File: src/rtl/wb_port_arbiter_pkg.sv
// Shared types and helpers for the writeback port arbiter.
package wb_port_arbiter_pkg;

  typedef enum logic [1:0] {
    GRANT_NONE = 2'd0,
    GRANT_PRIO = 2'd1,
    GRANT_RR   = 2'd2
  } grant_kind_e;

  // Index following k in round-robin order, never landing on the priority unit.
  function automatic int unsigned next_rr_index(input int unsigned k,
                                                input int unsigned prio,
                                                input int unsigned n);
    int unsigned nxt;
    nxt = (k + 1) % n;
    if (nxt == prio) nxt = (nxt + 1) % n;
    return nxt;
  endfunction

endpackage

File: src/rtl/wb_port_arbiter_rr_grant_encoder.sv
// Round-robin grant encoder: first request at or after ptr (wrapping), ignoring SKIP_IDX.
module wb_port_arbiter_rr_grant_encoder
  import wb_port_arbiter_pkg::*;
#(
  parameter int unsigned NUM_UNITS = 4,
  parameter int unsigned SKIP_IDX  = 0,
  parameter int unsigned PTR_W     = 2
) (
  input  logic [NUM_UNITS-1:0] req,
  input  logic [PTR_W-1:0]     ptr,
  output logic [NUM_UNITS-1:0] grant,
  output logic [PTR_W-1:0]     next_ptr
);

  int unsigned      idx_u;
  logic [PTR_W-1:0] idx;

  // Scan from the farthest offset down so the nearest request wins by overwrite.
  always_comb begin
    grant    = '0;
    next_ptr = ptr;
    idx_u    = 0;
    idx      = '0;
    for (int unsigned i = 0; i < NUM_UNITS; i++) begin
      idx_u = (32'(ptr) + NUM_UNITS - 1 - i) % NUM_UNITS;
      idx   = PTR_W'(idx_u);
      if (idx_u != SKIP_IDX && req[idx]) begin
        grant      = '0;
        grant[idx] = 1'b1;
        next_ptr   = PTR_W'(next_rr_index(idx_u, SKIP_IDX, NUM_UNITS));
      end
    end
  end

endmodule

File: src/rtl/wb_port_arbiter.sv
// Writeback port arbiter: fixed-priority unit plus round-robin, registered commit packet.
// Optional starvation guard enabled by defining WB_ARB_STARVATION_GUARD_EN.
module wb_port_arbiter
  import wb_port_arbiter_pkg::*;
#(
  parameter int unsigned NUM_UNITS     = 4,
  parameter int unsigned DATA_WIDTH    = 32,
  parameter int unsigned PHYS_ADDR_W   = 6,
  parameter int unsigned ID_W          = 3,
  parameter int unsigned PRIORITY_UNIT = 0,
  parameter int unsigned MAX_WAIT      = 15
) (
  input  logic                                   clk,
  input  logic                                   rst,
  input  logic                                   init_clear,
  input  logic                                   writeback_suppress,
  input  logic [NUM_UNITS-1:0]                   unit_done,
  input  logic [NUM_UNITS-1:0][PHYS_ADDR_W-1:0]  unit_phys_addr,
  input  logic [NUM_UNITS-1:0][DATA_WIDTH-1:0]   unit_data,
  input  logic [NUM_UNITS-1:0][ID_W-1:0]         unit_id,
  output logic [NUM_UNITS-1:0]                   unit_ack,
  output logic                                   commit_valid,
  output logic [PHYS_ADDR_W-1:0]                 commit_phys_addr,
  output logic [DATA_WIDTH-1:0]                  commit_data,
  output logic [ID_W-1:0]                        commit_id,
  output logic                                   inflight_clear
);

  localparam int unsigned PTR_W = $clog2(NUM_UNITS);

  typedef struct packed {
    logic [PHYS_ADDR_W-1:0] phys_addr;
    logic [DATA_WIDTH-1:0]  data;
    logic [ID_W-1:0]        id;
  } wb_request_t;

  typedef struct packed {
    logic                   valid;
    logic [PHYS_ADDR_W-1:0] phys_addr;
    logic [DATA_WIDTH-1:0]  data;
    logic [ID_W-1:0]        id;
  } commit_packet_t;

  if (NUM_UNITS < 2 || PRIORITY_UNIT >= NUM_UNITS || MAX_WAIT < 1) begin : g_bad_params
    $error("wb_port_arbiter: illegal parameter combination");
  end

  logic [PTR_W-1:0]     rr_ptr;
  logic [PTR_W-1:0]     rr_next;
  logic [NUM_UNITS-1:0] rr_grant;
  logic                 starve_mask;
  grant_kind_e          grant_kind;
  wb_request_t          sel_req;
  commit_packet_t       commit_q;

  wb_port_arbiter_rr_grant_encoder #(
    .NUM_UNITS (NUM_UNITS),
    .SKIP_IDX  (PRIORITY_UNIT),
    .PTR_W     (PTR_W)
  ) u_rr_enc (
    .req      (unit_done),
    .ptr      (rr_ptr),
    .grant    (rr_grant),
    .next_ptr (rr_next)
  );

  // An ack during reset would be captured by nothing, so reset blocks grants too.
  always_comb begin
    unit_ack   = '0;
    grant_kind = GRANT_NONE;
    if (!rst && !init_clear) begin
      if (unit_done[PRIORITY_UNIT] && !starve_mask) begin
        unit_ack[PRIORITY_UNIT] = 1'b1;
        grant_kind              = GRANT_PRIO;
      end else if (|rr_grant) begin
        unit_ack   = rr_grant;
        grant_kind = GRANT_RR;
      end
    end
  end

  always_comb begin
    sel_req = '0;
    for (int unsigned i = 0; i < NUM_UNITS; i++) begin
      if (unit_ack[i]) sel_req = '{phys_addr: unit_phys_addr[i], data: unit_data[i], id: unit_id[i]};
    end
  end

  always_ff @(posedge clk or posedge rst) begin
    if (rst) begin
      rr_ptr <= PTR_W'(next_rr_index(PRIORITY_UNIT, PRIORITY_UNIT, NUM_UNITS));
    end else if (grant_kind == GRANT_RR) begin
      rr_ptr <= rr_next;
    end
  end

  // Payload loads even on suppressed grants; only the valid strobe is dropped.
  always_ff @(posedge clk or posedge rst) begin
    if (rst) begin
      commit_q <= '0;
    end else begin
      commit_q.valid <= (grant_kind != GRANT_NONE) && !writeback_suppress;
      if (grant_kind != GRANT_NONE) begin
        commit_q.phys_addr <= sel_req.phys_addr;
        commit_q.data      <= sel_req.data;
        commit_q.id        <= sel_req.id;
      end
    end
  end

`ifdef WB_ARB_STARVATION_GUARD_EN
  localparam int unsigned WAIT_W = $clog2(MAX_WAIT + 1);

  logic [NUM_UNITS-1:0][WAIT_W-1:0] wait_cnt;

  always_ff @(posedge clk or posedge rst) begin
    if (rst) begin
      wait_cnt <= '0;
    end else begin
      for (int unsigned i = 0; i < NUM_UNITS; i++) begin
        if (i == PRIORITY_UNIT || !unit_done[i] || unit_ack[i]) begin
          wait_cnt[i] <= '0;
        end else if (wait_cnt[i] != WAIT_W'(MAX_WAIT)) begin
          wait_cnt[i] <= wait_cnt[i] + 1'b1;
        end
      end
    end
  end

  always_comb begin
    starve_mask = 1'b0;
    for (int unsigned i = 0; i < NUM_UNITS; i++) begin
      if (i != PRIORITY_UNIT && wait_cnt[i] == WAIT_W'(MAX_WAIT)) starve_mask = 1'b1;
    end
  end
`else
  assign starve_mask = 1'b0;
`endif

  assign commit_valid     = commit_q.valid;
  assign commit_phys_addr = commit_q.phys_addr;
  assign commit_data      = commit_q.data;
  assign commit_id        = commit_q.id;
  assign inflight_clear   = commit_q.valid;

endmodule

File: config.mk
export PLATFORM = sky130hd
export DESIGN_NAME = wb_port_arbiter
export DESIGN_NICKNAME = d
export VERILOG_FILES = /design/src/rtl/wb_port_arbiter_pkg.sv /design/src/rtl/wb_port_arbiter_rr_grant_encoder.sv /design/src/rtl/wb_port_arbiter.sv
export SDC_FILE = /design/constraint.sdc
export NUM_CORES = 1
export LEC_CHECK = 0
export CAP_MARGIN = 10
export CELL_PAD_IN_SITES_DETAIL_PLACEMENT = 1
export CELL_PAD_IN_SITES_GLOBAL_PLACEMENT = 1
export CORE_AREA = 2 2 113 115
export CTS_BUF_LIST = sky130_fd_sc_hd__clkbuf_8 sky130_fd_sc_hd__clkbuf_16
export DETAILED_ROUTE_END_ITERATION = 10
export DIE_AREA = 0 0 115 117
export GPL_TIMING_DRIVEN = 0
export PLACE_DENSITY = 0.95
export SYNTH_ARGS = -nofsm -noshare
export SYNTH_HDL_FRONTEND = slang
export SYNTH_SLANG_ARGS = --single-unit
File: constraint.sdc
create_clock -name clk -period 10.1 [get_ports clk]
set_clock_uncertainty 0.2 [all_clocks]
set_input_delay 2.525 -clock clk [delete_from_list [all_inputs] [get_ports clk]]
set_output_delay 2.525 -clock clk [all_outputs]
set_load 0.01 [all_outputs]
==> results_tabular.tex, run 1 <==
\begin{tabular}{lr}
\hline
Metric & Value \\
\hline
\multicolumn{2}{l}{\textbf{Status}} \\
\quad Outcome & complete, no violations \\
\multicolumn{2}{l}{\textbf{Worst setup path}} \\
\quad Cell type group with the largest total delay on the critical path & buffers and inverters \\
\quad Levels on crit path & 9 \\
\quad Kind of critical path & input pin to output pin \\
\quad Buf+Inv Stages, Crit Path & 5 \\
\quad Biggest fanout along the worst timing path & 10 \\
\quad Crit-path slowest cell & sky130\_fd\_sc\_hd\_\_clkdlybuf4s50\_1 \\
\quad Worst Setup SP & unit\_done[0] \\
\quad Series of cell instances along the critical path & clkdlybuf4s50\_1, mux2i\_1, o22a\_1, buf\_2, nand3\_1, o22a\_1, inv\_2, buf\_4, clkdlybuf4s50\_1 \\
\quad Highest cell delay on the worst timing path & 0.56 ns \\
\quad Worst reg2reg path depth & 12 \\
\quad Required time of the worst setup path & 7.38 ns \\
\quad Worst Path Arrival & 5.47 ns \\
\quad Kind of end point of the critical path & output pin \\
\quad Source of the worst register-to-register timing path & rr\_ptr[0] \\
\quad Kind of start point of the critical path & input pin \\
\multicolumn{2}{l}{\textbf{GRT}} \\
\quad Total congestion overflow after global routing & 0 \\
\quad Total global-route track usage & 21.3\% \\
\quad Via count of the first global-routing pass & 4,096 \\
\quad Largest net degree at the start of global routing & 24 \\
\quad Number of antenna violations at the first check in global routing & 0 \\
\quad Global-route wire length before repair & 22.2 mm \\
\multicolumn{2}{l}{\textbf{Logic synthesis}} \\
\quad Count of yosys warnings during synthesis & 0 \\
\quad Cells after synthesis & 326 \\
\quad Number of distinct library cell variants in the gate-level netlist after synthesis & 52 \\
\quad Primary FF master, synth & sky130\_fd\_sc\_hd\_\_dfrtp\_1 \\
\quad Total standard cell area after synthesis & 3230 um\^{}2 \\
\quad Net count after synthesis & 505 \\
\quad Post-Syn Area per Cell & 9.90 um\^{}2 \\
\quad Asr flop ratio synth & 100\% \\
\quad Count of state elements after synthesis & 44 \\
\quad Sequential share of the synthesized area & 34.1\% \\
\quad EDFF count, synth & 0 \\
\multicolumn{2}{l}{\textbf{Power}} \\
\quad Peak supply drop & 0.0000932 V \\
\quad Cell area power density & 249 nW/um\^{}2 \\
\quad Total power & 1440 uW \\
\quad Leakage power figure & 0.00217 uW \\
\multicolumn{2}{l}{\textbf{STA}} \\
\quad RSZ-0062 raised after global routing & false \\
\quad Max-Slew Margin vs Limit & 61.1\% \\
\quad Min Clock Period, post-route & 8.19 ns \\
\quad Final-report hold violation count & 0 \\
\quad Sum of negative setup slack & 0 ns \\
\quad Final setup viols & 0 \\
\quad Slew @ Worst Pin & 0.568 ns \\
\quad Max-slew violation count & 0 \\
\quad Period Utilization, post-route & 81.1\% \\
\quad Highest Clock Rate & 122 MHz \\
\quad Worst hold slack across all endpoints & 0.312 ns \\
\multicolumn{2}{l}{\textbf{Worst hold path}} \\
\quad Start point of the worst min-delay path & commit\_data[2] \\
\quad Number of cells traversed by the worst hold path & 2 \\
\quad Kind of path behind the tightest hold check & flip-flop to flip-flop \\
\multicolumn{2}{l}{\textbf{Run}} \\
\quad Max Cap Violations & 0 \\
\multicolumn{2}{l}{\textbf{Finish}} \\
\quad Fraction of final layout cells sized beyond drive strength 1 & 16.1\% \\
\quad Non-Filler Cell Area, Final & 5770 um\^{}2 \\
\quad Area added between synthesis and finish & 78.6\% \\
\quad Diode insertion count for antenna repair & 0 \\
\quad Nets@finish & 731 \\
\multicolumn{2}{l}{\textbf{Drt}} \\
\quad First-pass iteration count of the detailed router & 5 \\
\quad Routed wirelength normalized by instance count & 21.2 um \\
\quad Via-per-instance ratio & 5.50 \\
\quad Number of nets with antenna violations after routing & 0 \\
\quad Detailed router's first-iteration violation count & 206 \\
\quad Routed vias & 3,869 \\
\quad Final routed DRC violation total & 0 \\
\quad Final wirelength & 14.9 mm \\
\multicolumn{2}{l}{\textbf{CTS}} \\
\quad Root buffer cell & sky130\_fd\_sc\_hd\_\_clkbuf\_16 \\
\quad Hold buffer count at cts & 0 \\
\quad Number of gates resized after cts & 0 \\
\quad Clock slew at the register clock pins of the worst setup and hold paths & 0.07 ns \\
\quad Maximum clock insertion buffer count & 2 \\
\quad Cts bufs inserted & 5 \\
\quad Clock sink count & 44 \\
\quad Clock latency on the worst-skew pair & 0.28 ns \\
\quad Clock H-tree levels & 2 \\
\quad Total setup buffers inserted after CTS & 0 \\
\quad Clock tree from TritonCTS & done \\
\multicolumn{2}{l}{\textbf{Floorplanning}} \\
\quad IO Pins & 219 \\
\quad Die Footprint & 13,500 um\^{}2 \\
\quad Width of the die & 115 um \\
\quad Core box area & 12,300 um\^{}2 \\
\quad Row count & 41 \\
\quad Initial Util & 26.2\% \\
\quad Vert. Die Dim & 117 um \\
\multicolumn{2}{l}{\textbf{Placement}} \\
\quad I/O Buffers & 218 \\
\quad Area of placed instances & 5620 um\^{}2 \\
\quad GP Congestion & 0.922 \\
\quad HPWL after detailed placement & 11.9 mm \\
\hline
\end{tabular}
path summary, 6_finish.rpt:
path | endpoint | slack (ns)
max in group asynchronous | rr_ptr[0] | 6.63
worst max register to register | commit_data[6] | 6.19
worst min register to register | commit_data[2] | 0.31
worst min-delay path | commit_data[2] | 0.31
min in group asynchronous | commit_data[5] | 2.47
worst max-delay path | unit_ack[3] | 1.91
power by group:
group | total, uW | leakage, uW | internal, uW | switching, uW
combinational | 924 | 0.00156 | 473 | 451
clock | 168 | 0.0000660 | 92.3 | 76.1
sequential | 344 | 0.000536 | 268 | 75.5
per-stage QoR:
step | setup slack (ns) | instances | util (%)
floorplan | 3.54 | 326 | -
global placement | 1.94 | 694 | 45.5
detailed placement | 1.90 | 695 | 45.6
CTS | 1.89 | 703 | 46.8
global route | 1.75 | 703 | 46.8
finish | 1.91 | 703 | 46.8
flip-flops by register name, summed over array words and instances, names as in the netlist:
register	cells
rr_ptr	2
commit_phys_addr	6
commit_valid	1
commit_data	32
commit_id	3
cell usage after synthesis, types with 2 or more instances:
library cell	count	area (um^2)
sky130_fd_sc_hd__a31oi_1	2	12.5
sky130_fd_sc_hd__inv_1	5	18.8
sky130_fd_sc_hd__nor3_1	2	10.0
sky130_fd_sc_hd__buf_4	3	22.5
sky130_fd_sc_hd__buf_6	5	56.3
sky130_fd_sc_hd__inv_2	2	7.51
sky130_fd_sc_hd__a22oi_2	39	488
sky130_fd_sc_hd__nand2b_1	2	12.5
sky130_fd_sc_hd__mux2i_1	6	60.1
sky130_fd_sc_hd__buf_2	11	55.1
sky130_fd_sc_hd__o21ai_0	45	225
sky130_fd_sc_hd__or3_1	2	12.5
sky130_fd_sc_hd__ha_1	7	87.6
sky130_fd_sc_hd__a22oi_1	3	22.5
sky130_fd_sc_hd__mux4_2	2	45.0
sky130_fd_sc_hd__dfrtp_1	43	1080
sky130_fd_sc_hd__or2_2	3	18.8
sky130_fd_sc_hd__o21ai_1	42	210
sky130_fd_sc_hd__nand2_1	6	22.5
sky130_fd_sc_hd__a221oi_1	41	359
sky130_fd_sc_hd__o22a_1	3	26.3
sky130_fd_sc_hd__nor2b_1	2	12.5
sky130_fd_sc_hd__nor2_1	8	30.0
sky130_fd_sc_hd__mux2_2	3	33.8
sky130_fd_sc_hd__clkbuf_1	12	45.0
layout by cell type, fill, tap and decap left out, types with 2 or more instances in the layout:
cell                              instances
sky130_fd_sc_hd__clkinvlp_4               2
sky130_fd_sc_hd__mux2_2                   3
sky130_fd_sc_hd__inv_2                    3
sky130_fd_sc_hd__nand2_1                  6
sky130_fd_sc_hd__buf_6                    5
sky130_fd_sc_hd__a22oi_2                 39
sky130_fd_sc_hd__dfrtp_1                 43
sky130_fd_sc_hd__clkbuf_1                12
sky130_fd_sc_hd__o22a_1                   3
sky130_fd_sc_hd__a221oi_1                41
sky130_fd_sc_hd__buf_4                    3
sky130_fd_sc_hd__ha_1                     7
sky130_fd_sc_hd__mux2i_1                  6
sky130_fd_sc_hd__inv_1                    4
sky130_fd_sc_hd__nand2b_1                 2
sky130_fd_sc_hd__o21ai_1                 42
sky130_fd_sc_hd__nor2_1                   8
sky130_fd_sc_hd__clkbuf_16                5
sky130_fd_sc_hd__o21ai_0                 45
sky130_fd_sc_hd__a22oi_1                  3
sky130_fd_sc_hd__mux4_2                   2
sky130_fd_sc_hd__buf_2                   11
sky130_fd_sc_hd__nor2b_1                  2
sky130_fd_sc_hd__or2_2                    3
sky130_fd_sc_hd__or3_1                    2
sky130_fd_sc_hd__clkdlybuf4s50_1        218
sky130_fd_sc_hd__a31oi_1                  2
sky130_fd_sc_hd__nor3_1                   2
layer usage:
layer / vias to the layer above / global-route usage (%) / part of all wire, %
met2: 199 / 38.2 / 51
li1: 1766 / - / -
met5: - / 0 / 0
met4: 0 / 7.87 / 3.1
met1: 1874 / 24.8 / 39
met3: 30 / 5.10 / 7.2
layout make-up:
cell class	count	area (um^2)
timing repair buffer	219	2200
inverter	8	30.0
clock inverter	3	23.8
multi-input combinational	240	1900
buffer	34	195
tap	150	188
clock buffer	5	125
fill	1391	6550
sequential	44	1100
logic make-up after synthesis:
group | Yosys count | synth area share (%)
AND/OR/NAND/NOR | 29 | 4.96
multiplexers | 12 | 4.73
adder cells (fa/ha/maj) | 7 | 2.71
flip-flops | 44 | 34.1
buffers and inverters | 42 | 6.98
XOR/XNOR | 1 | 0.271
AO/OA/AOI/OAI | 191 | 46.2
worst register-to-register path, cell delays in order, from the launching register on:
cell and delay [ns]:
sky130_fd_sc_hd__dfstp_2 0.63, sky130_fd_sc_hd__buf_6 0.17, sky130_fd_sc_hd__inv_1 0.10, sky130_fd_sc_hd__ha_1 0.28
sky130_fd_sc_hd__buf_2 0.19, sky130_fd_sc_hd__mux2_2 0.35, sky130_fd_sc_hd__a22oi_1 0.37, sky130_fd_sc_hd__o2111ai_1 0.18
sky130_fd_sc_hd__nand2_1 0.32, sky130_fd_sc_hd__inv_2 0.18, sky130_fd_sc_hd__buf_2 0.24, sky130_fd_sc_hd__a221oi_1 0.41
sky130_fd_sc_hd__o21ai_1 0.15
(Power assumes the default switching activity.)
==> inputs of run 2 (changes only) <==
--- a/config.mk
+++ b/config.mk
@@ -8,12 +8,12 @@
 export CAP_MARGIN = 10
 export CELL_PAD_IN_SITES_DETAIL_PLACEMENT = 1
 export CELL_PAD_IN_SITES_GLOBAL_PLACEMENT = 1
-export CORE_AREA = 2 2 113 115
+export CORE_AREA = 2 2 122 124
 export CTS_BUF_LIST = sky130_fd_sc_hd__clkbuf_8 sky130_fd_sc_hd__clkbuf_16
 export DETAILED_ROUTE_END_ITERATION = 10
-export DIE_AREA = 0 0 115 117
+export DIE_AREA = 0 0 124 126
 export GPL_TIMING_DRIVEN = 0
-export PLACE_DENSITY = 0.95
+export PLACE_DENSITY = 0.88
 export SYNTH_ARGS = -nofsm -noshare
 export SYNTH_HDL_FRONTEND = slang
 export SYNTH_SLANG_ARGS = --single-unit
==> constraint.sdc (replaced) <==
create_clock -name clk -period 7.3 [get_ports clk]
set_clock_uncertainty 0.2 [all_clocks]
set_input_delay 1.825 -clock clk [delete_from_list [all_inputs] [get_ports clk]]
set_output_delay 1.825 -clock clk [all_outputs]
set_load 0.01 [all_outputs]
==> results_tabular.tex, run 2 (synthesis results as in run 1) <==
\begin{tabular}{lr}
\hline
Metric & Value \\
\hline
\multicolumn{2}{l}{\textbf{Drt}} \\
\quad Met3 Routed Length & 1.10 mm \\
\quad Top Metal Used & met4 \\
\quad Routed wirelength normalized by instance count & 21.0 um \\
\quad Detailed router's first-iteration violation count & 124 \\
\quad First-pass iteration count of the detailed router & 4 \\
\quad Final wirelength & 15.5 mm \\
\quad Via-per-instance ratio & 5.30 \\
\quad Number of nets with antenna violations after routing & 0 \\
\quad Total length of routed met2 wires & 8.10 mm \\
\quad Final routed DRC violation total & 0 \\
\quad Routed vias & 3,904 \\
\quad Met1 Wirelength & 5.90 mm \\
\multicolumn{2}{l}{\textbf{Finish}} \\
\quad \# fillers & 1,623 \\
\quad Area added between synthesis and finish & 79.6\% \\
\quad Commonest non-fill, non-tap cell in the layout & sky130\_fd\_sc\_hd\_\_clkdlybuf4s50\_1 \\
\quad Number of standard cells in the layout, taps in and fillers out & 736 \\
\quad Commonest cells after routing, fill and taps aside & sky130\_fd\_sc\_hd\_\_clkdlybuf4s50\_1 (218), sky130\_fd\_sc\_hd\_\_o21ai\_0 (45), sky130\_fd\_sc\_hd\_\_dfrtp\_1 (43), sky130\_fd\_sc\_hd\_\_o21ai\_1 (42), sky130\_fd\_sc\_hd\_\_a221oi\_1 (41) \\
\quad Number of flip-flops in the largest register & 32 \\
\quad Diode insertion count for antenna repair & 0 \\
\quad Fraction of final layout cells sized beyond drive strength 1 & 15.9\% \\
\quad Nets@finish & 731 \\
\multicolumn{2}{l}{\textbf{Placement}} \\
\quad Placed cell count & 729 \\
\quad HPWL after detailed placement & 12.1 mm \\
\quad I/O Buffers & 218 \\
\quad GP Congestion & 0.873 \\
\multicolumn{2}{l}{\textbf{Worst setup path}} \\
\quad Kind of critical path & input pin to output pin \\
\quad Worst reg2reg path depth & 12 \\
\quad Worst Path Arrival & 4.80 ns \\
\quad Crit-path slowest cell & sky130\_fd\_sc\_hd\_\_clkdlybuf4s50\_1 \\
\quad Flop-to-flop setup slack & 3.45 ns \\
\quad Biggest fanout along the worst timing path & 10 \\
\quad Series of cell instances along the critical path & clkdlybuf4s50\_1, mux2i\_1, o22a\_1, buf\_2, nand3\_1, o22a\_1, inv\_2, buf\_4, clkdlybuf4s50\_1 \\
\quad Source of the worst register-to-register timing path & rr\_ptr[0] \\
\quad Cell type group with the largest total delay on the critical path & buffers and inverters \\
\quad Highest cell delay on the worst timing path & 0.57 ns \\
\quad Kind of end point of the critical path & output pin \\
\quad Kind of start point of the critical path & input pin \\
\quad Required time of the worst setup path & 5.28 ns \\
\quad Buf+Inv Stages, Crit Path & 5 \\
\quad Critical R2R Capture & commit\_data[15] \\
\multicolumn{2}{l}{\textbf{Run}} \\
\quad Max Cap Violations & 0 \\
\multicolumn{2}{l}{\textbf{GRT}} \\
\quad Number of antenna violations at the first check in global routing & 0 \\
\quad Total congestion overflow after global routing & 0 \\
\quad Largest net degree at the start of global routing & 25 \\
\quad Via count of the first global-routing pass & 4,370 \\
\quad Total global-route track usage & 19.6\% \\
\quad Global-route wire length before repair & 23.7 mm \\
\multicolumn{2}{l}{\textbf{CTS}} \\
\quad Cts bufs inserted & 5 \\
\quad Clock sink count & 44 \\
\quad Clock slew at the register clock pins of the worst setup and hold paths & 0.06 ns \\
\quad Hold buffer count at cts & 0 \\
\quad Clock latency on the worst-skew pair & 0.29 ns \\
\quad Maximum clock insertion buffer count & 2 \\
\quad Number of gates resized after cts & 0 \\
\quad Clock tree from TritonCTS & done \\
\quad Clock H-tree levels & 2 \\
\quad Root buffer cell & sky130\_fd\_sc\_hd\_\_clkbuf\_16 \\
\quad Total setup buffers inserted after CTS & 0 \\
\multicolumn{2}{l}{\textbf{Floorplanning}} \\
\quad Die Footprint & 15,600 um\^{}2 \\
\quad IO Pins & 219 \\
\quad Vert. Die Dim & 126 um \\
\quad Row count & 44 \\
\quad Width of the die & 124 um \\
\quad Initial Util & 22.6\% \\
\quad Core box area & 14,300 um\^{}2 \\
\multicolumn{2}{l}{\textbf{STA}} \\
\quad Sum of negative setup slack & 0 ns \\
\quad Period Utilization, post-route & 93.5\% \\
\quad Slew @ Worst Pin & 0.632 ns \\
\quad Highest Clock Rate & 146 MHz \\
\quad Final-report hold violation count & 0 \\
\quad RSZ-0062 raised after global routing & false \\
\quad Min Clock Period, post-route & 6.83 ns \\
\quad Max-Slew Margin vs Limit & 57.9\% \\
\quad Final setup viols & 0 \\
\quad Max-slew violation count & 0 \\
\multicolumn{2}{l}{\textbf{Worst hold path}} \\
\quad Number of cells traversed by the worst hold path & 2 \\
\quad Hold EP & commit\_phys\_addr[4] \\
\quad Kind of path behind the tightest hold check & flip-flop to flip-flop \\
\quad Start point of the worst min-delay path & commit\_phys\_addr[4] \\
\multicolumn{2}{l}{\textbf{Power}} \\
\quad Leakage power figure & 0.00217 uW \\
\quad Cell area power density & 342 nW/um\^{}2 \\
\quad Peak supply drop & 0.000107 V \\
\multicolumn{2}{l}{\textbf{Status}} \\
\quad Outcome & complete, no violations \\
\hline
\end{tabular}
## run 2: cell types whose count changed in the layout (fill, tap and decap cells not counted), sizes merged
cell	before	now
clkinvlp	2	1
## run 2: routing by layer
metal  up-vias  global-route usage (%)
met1      1913                    21.9
met5         -                       0
met3        38                    4.08
li1       1760                       -
met4         0                    6.08
met2       193                    36.7
## run 2: per-stage QoR
step	instance area (um^2)	util (%)	hold slack (ns)	setup WS, ns	total power (uW)
2_1_floorplan	3230	-	0.342	2.14	1200
3_3_place_gp	5640	39.4	0.294	0.605	1700
3_5_place_dp	5660	39.5	0.307	0.463	1770
4_1_cts	5800	40.5	0.324	0.457	2000
5_1_grt	5800	40.5	0.349	0.345	2130
6_report	5800	40.5	0.320	0.474	1980
## run 2: worst max-delay path by stage
stage | from | end | slack, ns | cells past startpoint
3_5_place_dp | unit_done[0] | unit_ack[3] | 0.46 | 9
2_1_floorplan | unit_done[1] | unit_ack[3] | 2.14 | 7
6_report | unit_done[0] | unit_ack[3] | 0.47 | 9
3_3_place_gp | unit_done[0] | unit_ack[3] | 0.60 | 9
4_1_cts | unit_done[0] | unit_ack[3] | 0.46 | 9
5_1_grt | unit_done[0] | unit_ack[3] | 0.35 | 9
## run 2: tightest hold or removal path, delay by kind of cell (launching register included)
| family | cells | cell delay (ns) |
|---|---|---|
| DFF | 1 | 0.36 |
| AOI/OAI and AO/OA | 2 | 0.12 |
## run 2: layout make-up
cell class	count	area, um^2	area share (%)
flip-flops and latches	44	1100	19.0
clock inverters	2	12.5	0.216
inverters	8	30.0	0.518
multi-input cells	240	1900	32.8
well taps	184	230	3.97
repair buffers	219	2200	38.0
plain buffers	34	195	3.37
clock buffers	5	125	2.16
## run 2: report_power, final
part           total [uW]  switching (uW)  internal (uW)
sequential            469            97.6            372
combinational        1290             630            655
clock                 225             101            125
total                1980             829           1150
==> inputs of run 3 (changes only) <==
--- a/config.mk
+++ b/config.mk
@@ -8,12 +8,12 @@
 export CAP_MARGIN = 10
 export CELL_PAD_IN_SITES_DETAIL_PLACEMENT = 1
 export CELL_PAD_IN_SITES_GLOBAL_PLACEMENT = 1
-export CORE_AREA = 2 2 122 124
+export CORE_AREA = 2 2 117 119
 export CTS_BUF_LIST = sky130_fd_sc_hd__clkbuf_8 sky130_fd_sc_hd__clkbuf_16
 export DETAILED_ROUTE_END_ITERATION = 10
-export DIE_AREA = 0 0 124 126
+export DIE_AREA = 0 0 119 121
 export GPL_TIMING_DRIVEN = 0
-export PLACE_DENSITY = 0.88
+export PLACE_DENSITY = 0.9
 export SYNTH_ARGS = -nofsm -noshare
 export SYNTH_HDL_FRONTEND = slang
 export SYNTH_SLANG_ARGS = --single-unit
==> constraint.sdc (replaced) <==
create_clock -name clk -period 7.55 [get_ports clk]
set_clock_uncertainty 0.2 [all_clocks]
set_input_delay 1.8875 -clock clk [delete_from_list [all_inputs] [get_ports clk]]
set_output_delay 1.8875 -clock clk [all_outputs]
set_load 0.01 [all_outputs]
==> results_tabular.tex, run 3 (synthesis results as in run 1) <==
\begin{tabular}{lr}
\hline
Metric & Value \\
\hline
\multicolumn{2}{l}{\textbf{STA}} \\
\quad RSZ-0062 raised after global routing & false \\
\quad Highest Clock Rate & 145 MHz \\
\quad Sum of negative setup slack & 0 ns \\
\quad Final setup viols & 0 \\
\quad Slew @ Worst Pin & 0.583 ns \\
\quad Final-report hold violation count & 0 \\
\quad Period Utilization, post-route & 91.6\% \\
\quad Max-slew violation count & 0 \\
\quad Crit path setup slack, layout & 0.636 ns \\
\quad Min Clock Period, post-route & 6.91 ns \\
\quad Max-Slew Margin vs Limit & 60.0\% \\
\multicolumn{2}{l}{\textbf{CTS}} \\
\quad Root buffer cell & sky130\_fd\_sc\_hd\_\_clkbuf\_16 \\
\quad Number of gates resized after cts & 0 \\
\quad Hold buffer count at cts & 0 \\
\quad Total setup buffers inserted after CTS & 0 \\
\quad Clock latency on the worst-skew pair & 0.28 ns \\
\quad Clock tree from TritonCTS & done \\
\quad Clock H-tree levels & 2 \\
\quad Clock slew at the register clock pins of the worst setup and hold paths & 0.07 ns \\
\quad Clock sink count & 44 \\
\quad Maximum clock insertion buffer count & 2 \\
\quad Cts bufs inserted & 5 \\
\multicolumn{2}{l}{\textbf{GRT}} \\
\quad Total congestion overflow after global routing & 0 \\
\quad Number of antenna violations at the first check in global routing & 0 \\
\quad Largest net degree at the start of global routing & 30 \\
\quad Via count of the first global-routing pass & 4,339 \\
\quad Global-route wire length before repair & 23.8 mm \\
\quad Total global-route track usage & 21.3\% \\
\multicolumn{2}{l}{\textbf{Drt}} \\
\quad Routed wirelength normalized by instance count & 21.2 um \\
\quad Routed vias & 3,858 \\
\quad Final wirelength & 15.4 mm \\
\quad Via-per-instance ratio & 5.30 \\
\quad First-pass iteration count of the detailed router & 4 \\
\quad Detailed router's first-iteration violation count & 217 \\
\quad Final routed DRC violation total & 0 \\
\quad Number of nets with antenna violations after routing & 0 \\
\multicolumn{2}{l}{\textbf{Placement}} \\
\quad HPWL after detailed placement & 12.3 mm \\
\quad I/O Buffers & 218 \\
\quad Worst slack after detailed placement & 0.639 ns \\
\quad GP Congestion & 0.869 \\
\multicolumn{2}{l}{\textbf{Worst setup path}} \\
\quad Required time of the worst setup path & 5.46 ns \\
\quad Worst Path Arrival & 4.83 ns \\
\quad Buf+Inv Stages, Crit Path & 5 \\
\quad Series of cell instances along the critical path & clkdlybuf4s50\_1, mux2i\_1, o22a\_1, buf\_2, nand3\_1, o22a\_1, inv\_2, buf\_4, clkdlybuf4s50\_1 \\
\quad Kind of critical path & input pin to output pin \\
\quad Crit-path slowest cell & sky130\_fd\_sc\_hd\_\_clkdlybuf4s50\_1 \\
\quad Biggest fanout along the worst timing path & 10 \\
\quad Cell type group with the largest total delay on the critical path & buffers and inverters \\
\quad Source of the worst register-to-register timing path & rr\_ptr[0] \\
\quad Kind of start point of the critical path & input pin \\
\quad Highest cell delay on the worst timing path & 0.56 ns \\
\quad Kind of end point of the critical path & output pin \\
\quad Worst Setup SP & unit\_done[0] \\
\multicolumn{2}{l}{\textbf{Floorplanning}} \\
\quad IO Pins & 219 \\
\quad Initial Util & 24.7\% \\
\quad Core box area & 13,100 um\^{}2 \\
\quad Die Footprint & 14,400 um\^{}2 \\
\quad Vert. Die Dim & 121 um \\
\quad Row count & 42 \\
\quad Width of the die & 119 um \\
\multicolumn{2}{l}{\textbf{Worst hold path}} \\
\quad Kind of path behind the tightest hold check & flip-flop to flip-flop \\
\quad Start point of the worst min-delay path & commit\_data[14] \\
\multicolumn{2}{l}{\textbf{Power}} \\
\quad Peak supply drop & 0.000105 V \\
\quad Cell area power density & 330 nW/um\^{}2 \\
\quad Leakage power figure & 0.00217 uW \\
\multicolumn{2}{l}{\textbf{Finish}} \\
\quad Fraction of final layout cells sized beyond drive strength 1 & 15.9\% \\
\quad Area added between synthesis and finish & 79.3\% \\
\quad Diode insertion count for antenna repair & 0 \\
\quad Nets@finish & 731 \\
\quad Commonest non-fill, non-tap cell in the layout & sky130\_fd\_sc\_hd\_\_clkdlybuf4s50\_1 \\
\quad Number of flip-flops in the largest register & 32 \\
\quad Commonest cells after routing, fill and taps aside & sky130\_fd\_sc\_hd\_\_clkdlybuf4s50\_1 (218), sky130\_fd\_sc\_hd\_\_o21ai\_0 (45), sky130\_fd\_sc\_hd\_\_dfrtp\_1 (43), sky130\_fd\_sc\_hd\_\_o21ai\_1 (42), sky130\_fd\_sc\_hd\_\_a221oi\_1 (41) \\
\multicolumn{2}{l}{\textbf{Status}} \\
\quad Outcome & complete, no violations \\
\multicolumn{2}{l}{\textbf{Run}} \\
\quad Max Cap Violations & 0 \\
\hline
\end{tabular}
[run 3: final cells by class]
class	count	area, um^2
Fill cell	1473	7300
Timing Repair Buffer	219	2200
Multi-Input combinational cell	240	1900
Sequential cell	44	1100
Tap cell	176	220
Buffer	34	195
Clock buffer	5	125
Inverter	8	30.0
Clock inverter	2	12.5
[run 3: power breakdown]
part	internal, uW	switching [uW]
registers	359	95.0
logic	634	607
clock network	120	97.1
[run 3: layer usage]
layer | vias to the layer above | track usage, % | share of wire (%) | wire, um
met5 | - | 0 | 0 | 0
met4 | 0 | 6.40 | 1.8 | 272
met3 | 14 | 5.31 | 6.4 | 985
met2 | 172 | 38.5 | 51 | 7930
met1 | 1905 | 24.7 | 40 | 6210
li1 | 1767 | - | - | -
[run 3: path summary, 6_finish.rpt]
check / slack [ns] / to / cells after the start
hold / removal: 0.31 / commit_data[14] / 2
max in group asynchronous: 4.83 / rr_ptr[0] / 3
hold reg to reg: 0.31 / commit_data[14] / 2
min in group asynchronous: 1.76 / commit_phys_addr[5] / 2
setup reg to reg: 3.61 / commit_data[16] / 12
setup / recovery: 0.64 / unit_ack[3] / 9
[run 3: metrics by stage]
step	cells	hold slack (ns)	area, um^2	total power (uW)	util [%]
CTS	728	0.321	5790	1930	44.2
global placement	720	0.298	5630	1650	43.0
finish	728	0.313	5790	1910	44.2
global route	728	0.337	5790	2050	44.2
floorplan	326	0.342	3230	1160	-
detailed placement	721	0.305	5650	1710	43.2
[run 3: worst reg2reg max path, cell delays in order, from the launching register on]
cell,delay (ns)
sky130_fd_sc_hd__dfstp_2,0.62
sky130_fd_sc_hd__buf_6,0.17
sky130_fd_sc_hd__inv_1,0.12
sky130_fd_sc_hd__ha_1,0.30
sky130_fd_sc_hd__buf_2,0.20
sky130_fd_sc_hd__mux2_2,0.36
sky130_fd_sc_hd__a22oi_1,0.32
sky130_fd_sc_hd__o2111ai_1,0.17
sky130_fd_sc_hd__nand2_1,0.31
sky130_fd_sc_hd__inv_2,0.20
sky130_fd_sc_hd__buf_1,0.30
sky130_fd_sc_hd__a221oi_1,0.41
sky130_fd_sc_hd__o21ai_1,0.14
